--- src/rtl/ex_muldiv.sv ---
// ex_muldiv: iterative RV32M/RV64M multiply-divide unit with pipeline stall and flush handling.
module ex_muldiv #(
  parameter int XLEN = 32,
  parameter int MUL_LATENCY = 2,
  parameter int DIV_BITS = 1
) (
  input  logic            clk,
  input  logic            rst,
  input  logic            start_i,
  input  logic [2:0]      op_i,
  input  logic [XLEN-1:0] rs1_i,
  input  logic [XLEN-1:0] rs2_i,
  input  logic            annul_i,
  output logic [XLEN-1:0] result_o,
  output logic            ready_o,
  output logic            busy_o,
  output logic            stallreq_o
);
  localparam int ITER = XLEN / DIV_BITS;
  localparam int CW = $clog2(ITER) + 1;
  typedef enum logic [1:0] {IDLE, MUL, DIV, DONE} state_t;
  state_t state, state_n;
  logic [1:0]        op_r;
  logic [XLEN-1:0]   a_r, b_r, rem_r, quo_r, b_mag, mul_res, div_res, special_res;
  logic [CW-1:0]     cnt;
  logic [2*XLEN-1:0] ma, mb, prod;
  logic [XLEN:0]     r;
  logic [XLEN-1:0]   q;
  logic              special, mul_last, div_last, neg_q, neg_r;
  assign busy_o = state != IDLE;
  assign stallreq_o = (state == IDLE && start_i && !annul_i) || state == MUL || state == DIV;
  assign mul_last = cnt == CW'(MUL_LATENCY - 1);
  assign div_last = cnt == CW'(ITER - 1);
  assign special = op_i[2] && (rs2_i == '0 ||
                   (!op_i[0] && rs1_i == {1'b1, {(XLEN-1){1'b0}}} && rs2_i == '1));
  assign special_res = rs2_i == '0 ? (op_i[1] ? rs1_i : '1) : (op_i[1] ? '0 : rs1_i);
  // Only rs1 stays signed for MULHSU; MULHU zero-extends both operands
  assign ma = {{XLEN{op_r != 2'd3 && a_r[XLEN-1]}}, a_r};
  assign mb = {{XLEN{!op_r[1] && b_r[XLEN-1]}}, b_r};
  assign prod = ma * mb;
  assign mul_res = op_r == 2'd0 ? prod[XLEN-1:0] : prod[2*XLEN-1:XLEN];
  assign b_mag = (!op_r[0] && b_r[XLEN-1]) ? -b_r : b_r;
  assign neg_q = !op_r[0] && (a_r[XLEN-1] ^ b_r[XLEN-1]);
  assign neg_r = !op_r[0] && a_r[XLEN-1];
  assign div_res = op_r[1] ? (neg_r ? -r[XLEN-1:0] : r[XLEN-1:0]) : (neg_q ? -q : q);
  always_comb begin
    r = {1'b0, rem_r};
    q = quo_r;
    for (int k = 0; k < DIV_BITS; k++) begin
      r = {r[XLEN-1:0], q[XLEN-1]};
      q = {q[XLEN-2:0], 1'b0};
      if (r >= {1'b0, b_mag}) begin
        r = r - {1'b0, b_mag};
        q[0] = 1'b1;
      end
    end
  end
  always_comb begin
    state_n = state;
    if (annul_i) state_n = IDLE;
    else case (state)
      IDLE: if (start_i) state_n = !op_i[2] ? MUL : special ? DONE : DIV;
      MUL: if (mul_last) state_n = DONE;
      DIV: if (div_last) state_n = DONE;
      default: state_n = IDLE;
    endcase
  end
  always_ff @(posedge clk or posedge rst)
    if (rst) state <= IDLE;
    else state <= state_n;
  always_ff @(posedge clk or posedge rst) begin
    if (rst) begin
      op_r <= '0;
      a_r <= '0;
      b_r <= '0;
      rem_r <= '0;
      quo_r <= '0;
      cnt <= '0;
      result_o <= '0;
      ready_o <= 1'b0;
    end else begin
      ready_o <= 1'b0;
      if (!annul_i) case (state)
        IDLE: if (start_i) begin
          op_r <= op_i[1:0];
          a_r <= rs1_i;
          b_r <= rs2_i;
          cnt <= '0;
          rem_r <= '0;
          quo_r <= (op_i[2] && !op_i[0] && rs1_i[XLEN-1]) ? -rs1_i : rs1_i;
          if (special) begin
            result_o <= special_res;
            ready_o <= 1'b1;
          end
        end
        MUL: begin
          cnt <= cnt + 1'b1;
          if (mul_last) begin
            result_o <= mul_res;
            ready_o <= 1'b1;
          end
        end
        DIV: begin
          cnt <= cnt + 1'b1;
          rem_r <= r[XLEN-1:0];
          quo_r <= q;
          if (div_last) begin
            result_o <= div_res;
            ready_o <= 1'b1;
          end
        end
        default: ;
      endcase
    end
  end
endmodule

--- config.mk ---
export PLATFORM = sky130hd
export DESIGN_NAME = ex_muldiv
export DESIGN_NICKNAME = d
export VERILOG_FILES = /design/src/rtl/ex_muldiv.sv
export SDC_FILE = /design/constraint.sdc
export NUM_CORES = 2
export LEC_CHECK = 0
export BUFFER_PORTS_ARGS = -buffer_cell sky130_fd_sc_hd__buf_4
export CAP_MARGIN = 25
export CORE_MARGIN = 5
export CORE_UTILIZATION = 55
export CTS_CLUSTER_SIZE = 10
export DETAILED_ROUTE_END_ITERATION = 7
export GPL_TIMING_DRIVEN = 0
export PLACE_DENSITY = 0.71
export SLEW_MARGIN = 0
export SYNTH_ARGS = -nofsm -noshare
export SYNTH_HDL_FRONTEND = slang
export SYNTH_SLANG_ARGS = --single-unit
--- constraint.sdc ---
create_clock -name clk -period 11.38 [get_ports clk]
set_clock_uncertainty 0.15 [all_clocks]
set_input_delay 2.276 -clock clk [delete_from_list [all_inputs] [get_ports clk]]
set_output_delay 2.276 -clock clk [all_outputs]
set_load 0.01 [all_outputs]
# --- Word level (Yosys, flattened, before mapping) ---
# Index checks and enable logic that the tools add are counted.
classes:
  addsub: 6
  multipliers: 1
  n_lt_le_gt_ge: 1
  n_eq_ne: 14
  n_mux: 35
  n_bitwise: 2
  n_reduce_logical: 32
op_table:
  columns: ["cell", "count"]
  rows:
  - ["two-way mux 32 bit", 16]
  - ["negator 32 bit", 4]
  - ["case mux 32 bit (2 select lines)", 2]
  - ["case mux 32 bit (3 select lines)", 1]
  - ["equality test 32 bit (second input constant)", 2]
  - ["multiplier 33 x 33 -> 64 bit", 1]
  - ["greater-or-equal comparator 33 x 32 -> 1 bit", 1]
  - ["logical NOT 32 bit", 1]
  - ["subtractor 32 bit", 1]
  - ["logical AND 1 bit", 12]
  - ["case mux 6 bit (2 select lines)", 1]
  - ["AND reduction 3 bit", 4]
  - ["two-way mux 2 bit", 5]
  - ["!= test 2 bit (second input constant)", 5]
  - ["!= test 3 bit (second input constant)", 3]
  - ["two-way mux 1 bit", 7]
  - ["adder 6 x 1 -> 6 bit (second input constant)", 1]
  - ["equality test 6 x 1 -> 1 bit (second input constant)", 1]
  - ["equality test 6 x 5 -> 1 bit (second input constant)", 1]
  - ["two-way mux 6 bit", 1]
  - ["case mux 2 bit (3 select lines)", 1]
  - ["AND reduction 6 bit", 1]
  - ["nonzero test 2 bit", 3]
  - ["logical NOT 1 bit", 4]
  - ["9 further kinds", 12]
totals:
  regBits: 171
  input_bits: 71
  output_inout_bits: 35

# --- Depth between registers and ports, before layout ---
logic_depth:
  word_depth: 10
  depth_mapped: 32

# --- Worst setup path after synthesis ---
# OpenSTA, ideal clock, no wires.
synth_path:
  path_type: "flip-flop to flip-flop"
  startpoint: "register a_r[31]"
  endpoint: "register result_o[29]"
  setup_ps: 127
  arrival_ps: 8814
  t_required_ps: 11103
  slack_ps: 2289
  path_stages_with_launch: 31
  path_buffers: 4
  period_less_slack_ps: 9091
  cell_sequence: "dfrtp_1 -> clkbuf_1 -> a21boi_0 -> clkbuf_1 -> clkbuf_1 -> nand2_1 -> fa_1 -> fa_1 -> inv_1 -> fa_1 -> inv_1 -> fa_1 -> inv_1 -> fa_1 -> fa_1 -> fa_1 -> inv_1 -> fa_1 -> inv_1 -> ha_1 -> clkbuf_1 -> nand2_1 -> o21ai_0 -> nor3_1 -> and3b_1 -> a2111oi_0 -> a41o_1 -> o21ai_1 -> xnor2_1 -> a221oi_1 -> nor3_2"
synth_via:
  elab_chain_len: 6
  elab_cells_between_ends: 12
synth_lines:
  columns: ["item", "line", "source"]
  rows:
  - ["from (decl)", "24", "logic [XLEN-1:0] a_r, b_r, rem_r, quo_r, b_mag, mul_res, div_res, special_res;"]
  - ["from (signal assigned)", "86", "a_r <= rs1_i;"]
  - ["branches (longest 5 deep; another with multiplier 33 x 33 -> 64 bit)", null, null]
  - ["case mux 32 bit (3 select lines) *", "83", "if (!annul_i) case (state)"]
  - ["to (signal assigned)", "92", "result_o <= special_res;"]
  - ["to (signal assigned)", "99", "result_o <= mul_res;"]
  - ["to (signal assigned)", "108", "result_o <= div_res;"]
  - ["to (decl)", "14", "output logic [XLEN-1:0] result_o,"]
# Mark *: on every way between the ends. The select of a mux whose other input is x is not followed.
# A chain may end at the register's enable or synchronous reset.

# --- Final worst setup path ---
layout_path:
  startpoint: "register a_r[31]"
  endpoint: "register result_o[28]"
# Same word-level chain as after synthesis.

==> flow_metrics.tcl <==
set metrics [dict create \
    start_util_pct 55.5 \
    criticalPathCategory "reg2reg" \
    final_common_cell "inv_1" \
    use_met1_pct 53.3 \
    cts_max_path_buffers 2 \
    syn_area_mm2 0.0520 \
    io_buffers 105 \
    fillers 8623 \
    multi_input_area_mm2 0.0420 \
    synth_seq_cells 171 \
    root_buffer "clkbuf_16" \
    hold_depth 1 \
    vias 45100 \
    worst_path_largest_cell_delay_ns 0.85 \
    wl_per_cell_um 28.1 \
    initialDrtViolationCount 5131 \
    hold_path_class "reg2reg" \
    io_pins 106 \
    grt_usage_pct 41.2 \
    synth_edf_count 0 \
    dp_cells 7343 \
    area_growth_pct 6.69 \
    cts_tree "built" \
    hold_start "result_o[3]" \
    dp_slack_ns -1.52 \
    crit_fanout 10 \
    grt_max_degree 93 \
    period_share_pct 99.0 \
    max_slew_margin_pct 18.2 \
    use_met2_pct 61.6 \
    cap_viol_max_count 0 \
    finalHoldViolations 0 \
    die_y_um 317 \
    synthArstFlopShare_pct 100 \
    met3_usage_pct 12.3 \
    fp.dieW_um 317 \
    rsz0062_at_grt "false" \
    clock_latency_ns 0.49 \
    clkSlewWorstSetupHoldPaths_ns 0.09 \
    cts_inserted_buffers 17 \
    worstSetupStartpointType "flip-flop" \
    reg2reg_to "result_o[28]" \
    rows 112 \
    reg2reg_slack_ns 0.12 \
    fin_ws_ns 0.118 \
    dp_hpwl_um 177000 \
    avgSynthCellArea_um2 8.71 \
    final-setup-viol-count 0 \
    critical_path.most_common_cell "fa_1" \
    die_area_mm2 0.101 \
    max_clock_freq_mhz 88.8 \
    worstReg2RegStart "a_r[31]" \
    cp-end-kind "flip-flop" \
    cp.arrival_ns 11.47 \
    h-tree-depth 4 \
    grt_pass1_vias 46100 \
    rr_worst_depth 30 \
    synth_nets 7420 \
    gp_congestion 1.09 \
    period_needed_ns 11.26 \
    synth.distinct_cells 86 \
    layout_common_cells "1159 x inv_1, 1124 x fa_1, 929 x nand2_1, 374 x and2_1, 298 x clkbuf_1" \
    tightest_slew_ns 1.23 \
    yosys_warnings 0 \
    wirelength_um 208000 \
    finish.instance_area_mm2 0.0555 \
    gr-total-overflow 0 \
    core_mm2 0.0936 \
    drcViolationCount 0 \
    synth-main-ff-cell "dfrtp_1" \
    holdPathEnd "result_o[3]" \
    vias_per_cell 6.09 \
    ff_latch_area_mm2 0.00428 \
    grt_pass1_wl_um 307000 \
    drive_above_1_share_pct 4.50 \
    status "finished, final reports clean" \
    ys_seq_area_share_pct 8.23 \
    cts_sinks 171 \
    required_ns 11.59 \
    nets 7577 \
    ant_nets 0 \
    dr.pass1.iters 7 \
    synth_cells 5968 \
    final-max-slew-violation-count 0 \
    place_area_mm2 0.0546 \
    cp_slowest_cell "fa_2" \
    busiest_layer "met2" \
    instances_no_fill 7399 \
    antenna_found_initial 11 \
]
==> repair_timing <==
item,4_1_cts,5_1_grt
buffers inserted,3,0
pin swaps,0,0
gates resized for setup,8,7
hold buffers,0,0
endpoints found under the setup margin,12,6
==> worst max path at each step <==
stage | from | to | cells past startpoint
after floorplan | a_r[31] | result_o[29] | 30
final | a_r[31] | result_o[28] | 30
after detailed placement | a_r[31] | result_o[31] | 30
after global routing | a_r[31] | result_o[28] | 30
after global placement | a_r[31] | result_o[31] | 30
after CTS | a_r[31] | result_o[28] | 30
==> cells in the mapped netlist, types with 19 or more instances <==
cell type	count	area share, %
mux2_2	62	1.3
or2_2	19	0.23
nor4_1	27	0.32
o31ai_1	22	0.32
a21oi_1	208	2.0
and3_1	24	0.29
nor3_1	73	0.70
a211oi_1	38	0.55
fa_1	1126	43
o21a_1	25	0.36
nand2b_1	21	0.25
and2_1	374	4.5
nand2_1	929	6.7
a21o_1	41	0.59
nand3_1	49	0.47
nor2_1	202	1.5
buf_1	45	0.32
o21ai_0	191	1.8
inv_1	1161	8.4
nand4_1	34	0.41
mux2i_1	29	0.56
maj3_1	27	0.52
ha_1	255	6.1
xor2_1	70	1.2
a31oi_1	31	0.37
or3_1	33	0.40
xnor2_1	106	1.8
o21ai_1	27	0.26
dfrtp_1	171	8.2
clkbuf_1	301	2.2
==> area by class of cell <==
cell class	count	area share [%]
inverter	1164	7.90
buffer	350	2.41
sequential	171	7.72
tap	1254	2.83
clock buffer	17	0.767
timing repair buffer	138	2.27
clock inverter	15	0.300
multi-input combinational	4283	75.8
antenna	7	0.0316
==> through the flow <==
stage | hold WS, ns | setup TNS [ns] | util [%]
final | 0.358 | 0 | 59.2
after global routing | 0.381 | 0 | 59.2
after CTS | 0.353 | 0 | 59.0
after detailed placement | 0.326 | -12.59 | 58.3
after global placement | 0.322 | -11.33 | 58.0
after floorplan | 0.320 | 0 | -
==> registers in the layout, summed over array words and instances, names as in the netlist <==
signal / count
state: 2
quo_r: 32
rem_r: 32
cnt: 6
result_o: 32
op_r: 2
a_r: 32
b_r: 32
ready_o: 1
==> metal layers <==
| layer | share of wire [%] | wire, um | up-vias |
|---|---|---|---|
| met5 | 0.013 | 27 | - |
| met4 | 7.6 | 15900 | 4 |
| met3 | 13 | 26100 | 688 |
| met2 | 43 | 89600 | 2928 |
| met1 | 37 | 76500 | 22700 |
| li1 | - | - | 18700 |
==> worst max-delay path: cells and delay by family, from the launching register on <==
kind	cells	cell delay [ns]
adder cells (fa/ha/maj)	9	4.88
AO/OA/AOI/OAI	7	2.24
flip-flops	1	0.35
buffers and inverters	10	2.36
AND/OR/NAND/NOR	3	0.67
multiplexers	1	0.47
==> kinds of logic (layout without fill, tap and decap cells) <==
group | count (synthesis) | in the layout | synth area share (%)
other cells | 0 | 7 | 0
flops | 171 | 171 | 8.23
mux | 93 | 93 | 1.95
compound gates | 751 | 751 | 9.06
buf+inv | 1514 | 1684 | 11.0
xor+xnor | 176 | 176 | 2.97
fa+ha+maj | 1408 | 1408 | 50.0
simple gates | 1855 | 1855 | 16.8
Power is not shown: default switching activity piles up to over one toggle a cycle in this logic, so the estimate is an artifact.
